[src/rtl/mem_pkg.sv]
// Shared types for the video/CPU memory arbiter: FSM states, width defaults, owner codes.
// Owner codes identify whose status lines the controller's handshakes are steered to.
package mem_pkg;

  localparam int ADDR_W_DEF = 23;
  localparam int DATA_W_DEF = 16;

  typedef enum logic [1:0] {
    IDLE    = 2'd0,
    GRANT_V = 2'd1,
    GRANT_C = 2'd2
  } arb_state_e;

  localparam logic [1:0] OWNER_NONE = 2'd0;
  localparam logic [1:0] OWNER_VID  = 2'd1;
  localparam logic [1:0] OWNER_CPU  = 2'd2;

  function automatic logic [1:0] state_owner(arb_state_e s);
    case (s)
      GRANT_V: return OWNER_VID;
      GRANT_C: return OWNER_CPU;
      default: return OWNER_NONE;
    endcase
  endfunction

endpackage

[src/rtl/mem_arbiter.sv]
// Two-requester memory arbiter: video has priority; the CPU follows a video op directly.
// Request captured on the grant edge, m_req valid next cycle and held until m_op_begun.
module mem_arbiter
  import mem_pkg::*;
#(
  parameter int ADDR_W = ADDR_W_DEF,
  parameter int DATA_W = DATA_W_DEF
) (
  input  logic              clk,
  input  logic              reset,
  input  logic              v_req,
  input  logic              v_rd,
  input  logic              v_burst,
  input  logic [ADDR_W-1:0] v_addr,
  output logic              v_op_begun,
  output logic              v_op_finished,
  output logic              v_data_ok,
  input  logic              c_req,
  input  logic              c_rd,
  input  logic [ADDR_W-1:0] c_addr,
  input  logic [DATA_W-1:0] c_wdata,
  output logic              c_op_begun,
  output logic              c_op_finished,
  output logic              c_data_ok,
  output logic [DATA_W-1:0] rdata,
  output logic              m_req,
  output logic              m_rd,
  output logic              m_burst,
  output logic [ADDR_W-1:0] m_addr,
  output logic [DATA_W-1:0] m_wdata,
  input  logic              m_op_begun,
  input  logic              m_op_finished,
  input  logic              m_data_ok,
  input  logic              ctrlr_good,
  input  logic [DATA_W-1:0] m_rdata
);

  arb_state_e        state_q, state_d;
  logic [ADDR_W-1:0] addr_q, addr_d;
  logic [DATA_W-1:0] wdata_q, wdata_d;
  logic              rd_q, rd_d;
  logic              burst_q, burst_d;
  logic              req_q, req_d;
  logic              grant_v, grant_c;
  logic [1:0]        owner;

  // Next-state: ctrlr_good only gates new grants, never an ongoing one.
  always_comb begin
    grant_v = 1'b0;
    grant_c = 1'b0;
    state_d = state_q;
    case (state_q)
      IDLE: begin
        if (ctrlr_good) begin
          grant_v = v_req;
          grant_c = !v_req && c_req;
        end
      end
      GRANT_V: begin
        if (m_op_finished) begin
          grant_c = c_req && ctrlr_good;
          state_d = IDLE;
        end
      end
      GRANT_C: begin
        if (m_op_finished) state_d = IDLE;
      end
      default: state_d = IDLE;
    endcase
    if (grant_v) state_d = GRANT_V;
    if (grant_c) state_d = GRANT_C;
  end

  // Captured request; wdata is only meaningful for CPU writes, so video grants leave it alone.
  always_comb begin
    addr_d  = addr_q;
    rd_d    = rd_q;
    burst_d = burst_q;
    wdata_d = wdata_q;
    req_d   = req_q && !m_op_begun;
    if (m_op_finished && state_q != IDLE) req_d = 1'b0;
    if (grant_v) begin
      addr_d  = v_addr;
      rd_d    = v_rd;
      burst_d = v_burst;
      req_d   = 1'b1;
    end else if (grant_c) begin
      addr_d  = c_addr;
      rd_d    = c_rd;
      burst_d = 1'b0;
      wdata_d = c_wdata;
      req_d   = 1'b1;
    end
  end

  always_ff @(posedge clk or negedge reset) begin
    if (!reset) begin
      state_q <= IDLE;
      addr_q  <= '0;
      wdata_q <= '0;
      rd_q    <= 1'b0;
      burst_q <= 1'b0;
      req_q   <= 1'b0;
    end else begin
      state_q <= state_d;
      addr_q  <= addr_d;
      wdata_q <= wdata_d;
      rd_q    <= rd_d;
      burst_q <= burst_d;
      req_q   <= req_d;
    end
  end

  assign owner = state_owner(state_q);

  assign m_req   = req_q;
  assign m_rd    = rd_q;
  assign m_burst = burst_q;
  assign m_addr  = addr_q;
  assign m_wdata = wdata_q;
  assign rdata   = m_rdata;

  assign v_op_begun    = (owner == OWNER_VID) && m_op_begun;
  assign v_op_finished = (owner == OWNER_VID) && m_op_finished;
  assign v_data_ok     = (owner == OWNER_VID) && m_data_ok;
  assign c_op_begun    = (owner == OWNER_CPU) && m_op_begun;
  assign c_op_finished = (owner == OWNER_CPU) && m_op_finished;
  assign c_data_ok     = (owner == OWNER_CPU) && m_data_ok;

endmodule

[config.mk]
export PLATFORM = sky130hd
export DESIGN_NAME = mem_arbiter
export DESIGN_NICKNAME = d
export VERILOG_FILES = /design/src/rtl/mem_pkg.sv /design/src/rtl/mem_arbiter.sv
export SDC_FILE = /design/constraint.sdc
export NUM_CORES = 1
export LEC_CHECK = 0
export ABC_AREA = 0
export BUFFER_PORTS_ARGS = -buffer_cell sky130_fd_sc_hd__buf_4
export CAP_MARGIN = 20
export CORE_MARGIN = 3
export CORE_UTILIZATION = 45
export CTS_CLUSTER_DIAMETER = 100
export DETAILED_ROUTE_END_ITERATION = 10
export GPL_ROUTABILITY_DRIVEN = 0
export GPL_TIMING_DRIVEN = 0
export MAX_ROUTING_LAYER = met4
export PLACE_DENSITY = 0.86
export SYNTH_ARGS = -nofsm -noshare
export SYNTH_HDL_FRONTEND = slang
export SYNTH_SLANG_ARGS = --single-unit
[constraint.sdc]
create_clock -name clk -period 5.1 [get_ports clk]
set_input_delay 0.255 -clock clk [delete_from_list [all_inputs] [get_ports clk]]
set_output_delay 0.255 -clock clk [all_outputs]
set_load 0.02 [all_outputs]
# After elaboration in Yosys (flattened, before gate mapping)
# Cells that the tools add are included.
totals:
  register_bits: 44
  input_bits: 89
  latchBits: 0
  word_cells: 50
  mem_bits_ro: 0
  n_memories: 0
  ram_bits: 0
classes:
  n_reduce_logical: 18
  muxes: 19
  div: 0
  n_eq_ne: 6
  bitwise_logic: 1
  order_cmp: 0
  n_addsub: 0
  multipliers: 0
  shifts: 0
ops:
  columns: ["cell", "count"]
  rows:
  - ["23-bit 2-to-1 mux", 2]
  - ["1-bit 2-to-1 mux", 11]
  - ["1-bit logical AND", 10]
  - ["2-bit one-hot mux with 2 select lines", 2]
  - ["2-bit 2-to-1 mux", 3]
  - ["2-bit by 1-bit equality test with 1-bit output (second input constant)", 2]
  - ["2-bit equality test (second input constant)", 2]
  - ["4-bit by 1-bit inequality test with 1-bit output (second input constant)", 1]
  - ["2-bit AND reduction", 2]
  - ["2-bit nonzero test", 2]
  - ["3-bit inequality test (second input constant)", 1]
  - ["1-bit logical NOT", 2]
  - ["2-bit logical NOT", 1]
  - ["1-bit one-hot mux with 2 select lines", 1]
  - ["2-bit OR reduction", 1]
  - ["1-bit inverter", 1]

# Longest topological paths before layout
depth:
  ltp_word: 6
  depth_mapped: 6

# Least setup slack after synthesis
# Ideal clock, no wire load.
synth_path:
  path_kind: "register to register"
  from: "register state_q[0]"
  to: "register wdata_q[10] (netlist: m_wdata[10])"
  slack_ns: 3.265
  required_time_ns: 4.972
  t_arrival_ns: 1.708
  synth_period_minus_slack_ns: 1.835
  stages_incl_launch_ff: 7
  setup_time_ns: 0.128
  cell_sequence: "dfrtp_1 > inv_1 > ha_1 > nand3b_1 > a21oi_2 > buf_4 > mux2_1"
synth_via:
  elab_chain_cells: 4
  elab_cells_between_ends: 6
  cone_classes: "1 x eq/ne; 2 x mux; 1 x bitwise; 2 x reduce/logical"
synth_rtl:
  columns: ["item", "line", "text"]
  rows:
  - ["start, declared", "mem_arbiter.sv:38", "arb_state_e state_q, state_d;"]
  - ["start signal, assigned", "mem_arbiter.sv:105", "state_q <= state_d;"]
  - ["parallel branches: the longest is 3 deep, another holds 2-bit by 1-bit equality test with 1-bit output", null, null]
  - ["2-bit AND reduction (no source line) (*)", null, null]
  - ["end signal, assigned", "mem_arbiter.sv:107", "wdata_q <= wdata_d;"]
  - ["end, declared", "mem_arbiter.sv:40", "logic [DATA_W-1:0] wdata_q, wdata_d;"]
# Mark *: on every way between the ends.
# A chain may end at the register's enable or synchronous reset.

# Worst setup path in the final report
layout_path:
  from: "register state_q[0]"
  to: "register wdata_q[6] (netlist: m_wdata[6])"
# Same word-level chain as after synthesis.

==> impl_results.md <==
* Run status: finished, final reports clean
* Peak supply drop at roughly 0.00035 V
* Synth warn at 0
* Met1 usage at 21.56%
* Area growth syn-to-layout at 54.65%
* Routed length per instance at between 10 and 15 µm
* Skew-Pair Late Insertion Delay at between 0.2 and 0.3 ns
* Grt met2 use at approximately 31%
* Unique masters post-synth at 23
* Mean post-synth cell area at roughly 14 µm²
* Clock Path Buffers at 2
* Port bufs at ~140
* Final setup vio count at 0
* Die width at between 70 and 80 µm
* Top Family by Delay on Critical Path: flip-flops
* Min Tclk post-route at about 2.1 ns
* TNS Setup at 0 ns
* Antenna violations before repair at 0
* GR peak layer: met2
* Largest net degree at the start of global routing at 45
* Syn nets at between 200 and 300
* Vias in the first global route at ~1900
* CTS H-Tree Depth at 2
* Avg Vias per Cell at 4.727
* Overall Power at 1.886 mW
* Post-Syn Instances at ~160
* Clk sinks at 44
* Pre-CTS setup slack at 2.963 ns
* Antenna fix cells at 0
* Critical Path Max Stage Delay at about 0.4 ns
* Placed insts at 365
* Largest family of logic cells by synthesized area: multiplexers
* Multiplexer share of the synthesized area at 33.52%
* Data arrival, critical path at 2.29 ns
* First-pass GRT wire length at approximately 8.7 mm
* I/O pin count at ~150
* Post-Layout Cell Count at around 370
* Hold Path Class: input pin to flip-flop
* Fin. Hold Viols at 0
* Final #Nets at ~400
* Crit path cell chain: inv_1 -> ha_1 -> nand3b_1 -> a21oi_2 -> buf_4 -> mux2_1
* Seq cells post-synth at 44
* Routed vias at around 1800
* Pins Over Slew Limit at 0
* Clk_skew at 0.006182 ns
* GRT Residual Overflow at 0
* Crit path max fanout at 10
* Seq/Total Area, Yosys at about 49%
* Slew @ Worst Pin at roughly 0.55 ns
* Share of layout cells above drive strength 1 at 69.71%
* GR Util met3 at around 6%
* Worst Setup Path Type: flip-flop to flip-flop
* DP Wirelength at roughly 4.3 mm
* Compound-Gate Fraction of Synth Area at 3.319%
* Max Cap Violations at 0
* Power Dens Cells at ~540 nW/µm²
* Starting density of the core at 47.27%
* Die area at about 6000 µm²
* Critical path required time at about 5.3 ns
* # DRC at 0
* Final WL at about 5.4 mm
* Final period util at a little over 40%
* Slowest CP cell: dfrtp_1
* Final worst slack at roughly 3 ns
* RSZ-0062 raised after global routing: no
* PostCTS Resize Cnt at 0
* Die Y-Extent at a little under 80 µm
* Setup crit end kind: flip-flop
* Share of the synthesized area in the top cell type at between 40% and 50%
* Xor-xnor portion of the synthesized cell area at 0%
* Post-Synth Simple-Gate Area at just over 4%
* Worst setup SP type: flip-flop
* Cell Area, Synth at 2262 µm²
* DR pass1 iterations at 4
* Total CTS buffers at 5
* Post-synthesis adder-cell area fraction at between 2 and 2.5%
* Max transition margin at 63.01%
* Yosys top cell by area: dfrtp_1
* Pleak at 1.760 nW
* Root buf cell: clkbuf_8
* 1st-iter DRT viols at 21
* Post-DRT Antenna Nets at 0
* F_max at around 0.47 GHz
* Final Util at roughly 73%
* Total GRT Usage at a little under a fifth
* Core footprint at between 4000 and 5000 µm²
* Clock Pin Slew Worst Setup and Hold Paths at ~0.09 ns
* Worst path buffer plus inverter count at 2
* FP Rows at 25
* Synth area leaders: dfrtp_1 49%, mux2_2 18%, mux2_1 9.0%
* CTS tree: yes
[synthesized netlist by cell type]
| library cell | instances |
|---|---|
| dfrtp_1 | 44 |
| mux2_2 | 36 |
| buf_4 | 19 |
| mux2_1 | 18 |
| mux2_4 | 10 |
| and2_1 | 6 |
| inv_1 | 5 |
| ha_1 | 4 |
| a21oi_1 | 2 |
| buf_6 | 2 |
| nand2_1 | 2 |
| nand2b_1 | 2 |
| o21ai_0 | 2 |
| a21boi_4 | 1 |
| a21oi_2 | 1 |
| a31o_1 | 1 |
| nand3_1 | 1 |
| nand3_4 | 1 |
| nand3b_1 | 1 |
| nor2b_1 | 1 |
| o21ai_1 | 1 |
| o21bai_1 | 1 |
| o22ai_1 | 1 |
[registers in the layout, indices dropped and copies added, names as in the netlist]
| name | cells |
|---|---|
| m_addr | 23 |
| m_wdata | 16 |
| state_q | 2 |
| m_burst | 1 |
| m_rd | 1 |
| m_req | 1 |
[power by group]
part / switching, mW / total [mW] / internal (mW)
Sequential: 0.0911 / 0.616 / 0.525
Combinational: 0.489 / 0.990 / 0.502
Clock: 0.119 / 0.279 / 0.160
Total: 0.699 / 1.89 / 1.19
[placed cells by master, fill, tap and decap left out, drive strengths merged, types with 2 or more instances in the layout]
cell type and count:
buf 157, dfrtp 44, nand3 2, a21oi 3, mux2 64, nand2 2
nand2b 2, clkbuf 6, ha 4, o21ai 3, and2 6, inv 5
[final cells by class]
cell class	count	area, µm²
timing repair buffer	137	1031
tap	67	83.83
inverter	5	18.77
clock buffer	6	82.58
clock inverter	2	38.79
multi-input combinational	92	977.2
buffer	21	165.2
sequential	44	1101
fill	339	1287
[stage by stage]
stage | hold WS (ns) | cell area [µm²]
3_5_place_dp | 0.2855 | 3367
6_report | 0.1753 | 3498
2_1_floorplan | -0.04059 | 2262
4_1_cts | 0.1708 | 3498
5_1_grt | 0.1702 | 3498
3_3_place_gp | 0.2823 | 3367
[per-layer routing]
layer | vias up | share of wire, %
met5 | - | 0
met4 | 0 | 0.54
met3 | 4 | 9.8
met2 | 96 | 49
met1 | 835 | 41
li1 | 833 | -
[timing repair]
item | in CTS | in global routing
hold buffers | 1 | 0
endpoints found under the hold margin | 44 | 0
setup buffers | 0 | 0
[path summary, 6_finish.rpt]
kind,startpoint,end,slack (ns),cells after the start
worst max-delay path,state_q[0]$_DFFE_PN0P_,m_wdata[6]$_DFFE_PN0P_,2.98,6
worst min-delay path,c_wdata[14],m_wdata[14]$_DFFE_PN0P_,0.18,2
worst max register to register,state_q[0]$_DFFE_PN0P_,m_wdata[6]$_DFFE_PN0P_,2.98,6
worst min register to register,m_wdata[12]$_DFFE_PN0P_,m_wdata[12]$_DFFE_PN0P_,0.49,1
max in group asynchronous,reset,state_q[1]$_DFFE_PN0P_,4.20,2
min in group asynchronous,reset,m_rd$_DFFE_PN0P_,0.52,2
[logic make-up after synthesis]
logic type / after synthesis
compound gates: 10
fa+ha+maj: 4
buf+inv: 26
flops: 44
mux: 64
simple gates: 14
No activity file was read; power rests on OpenSTA's default activity.
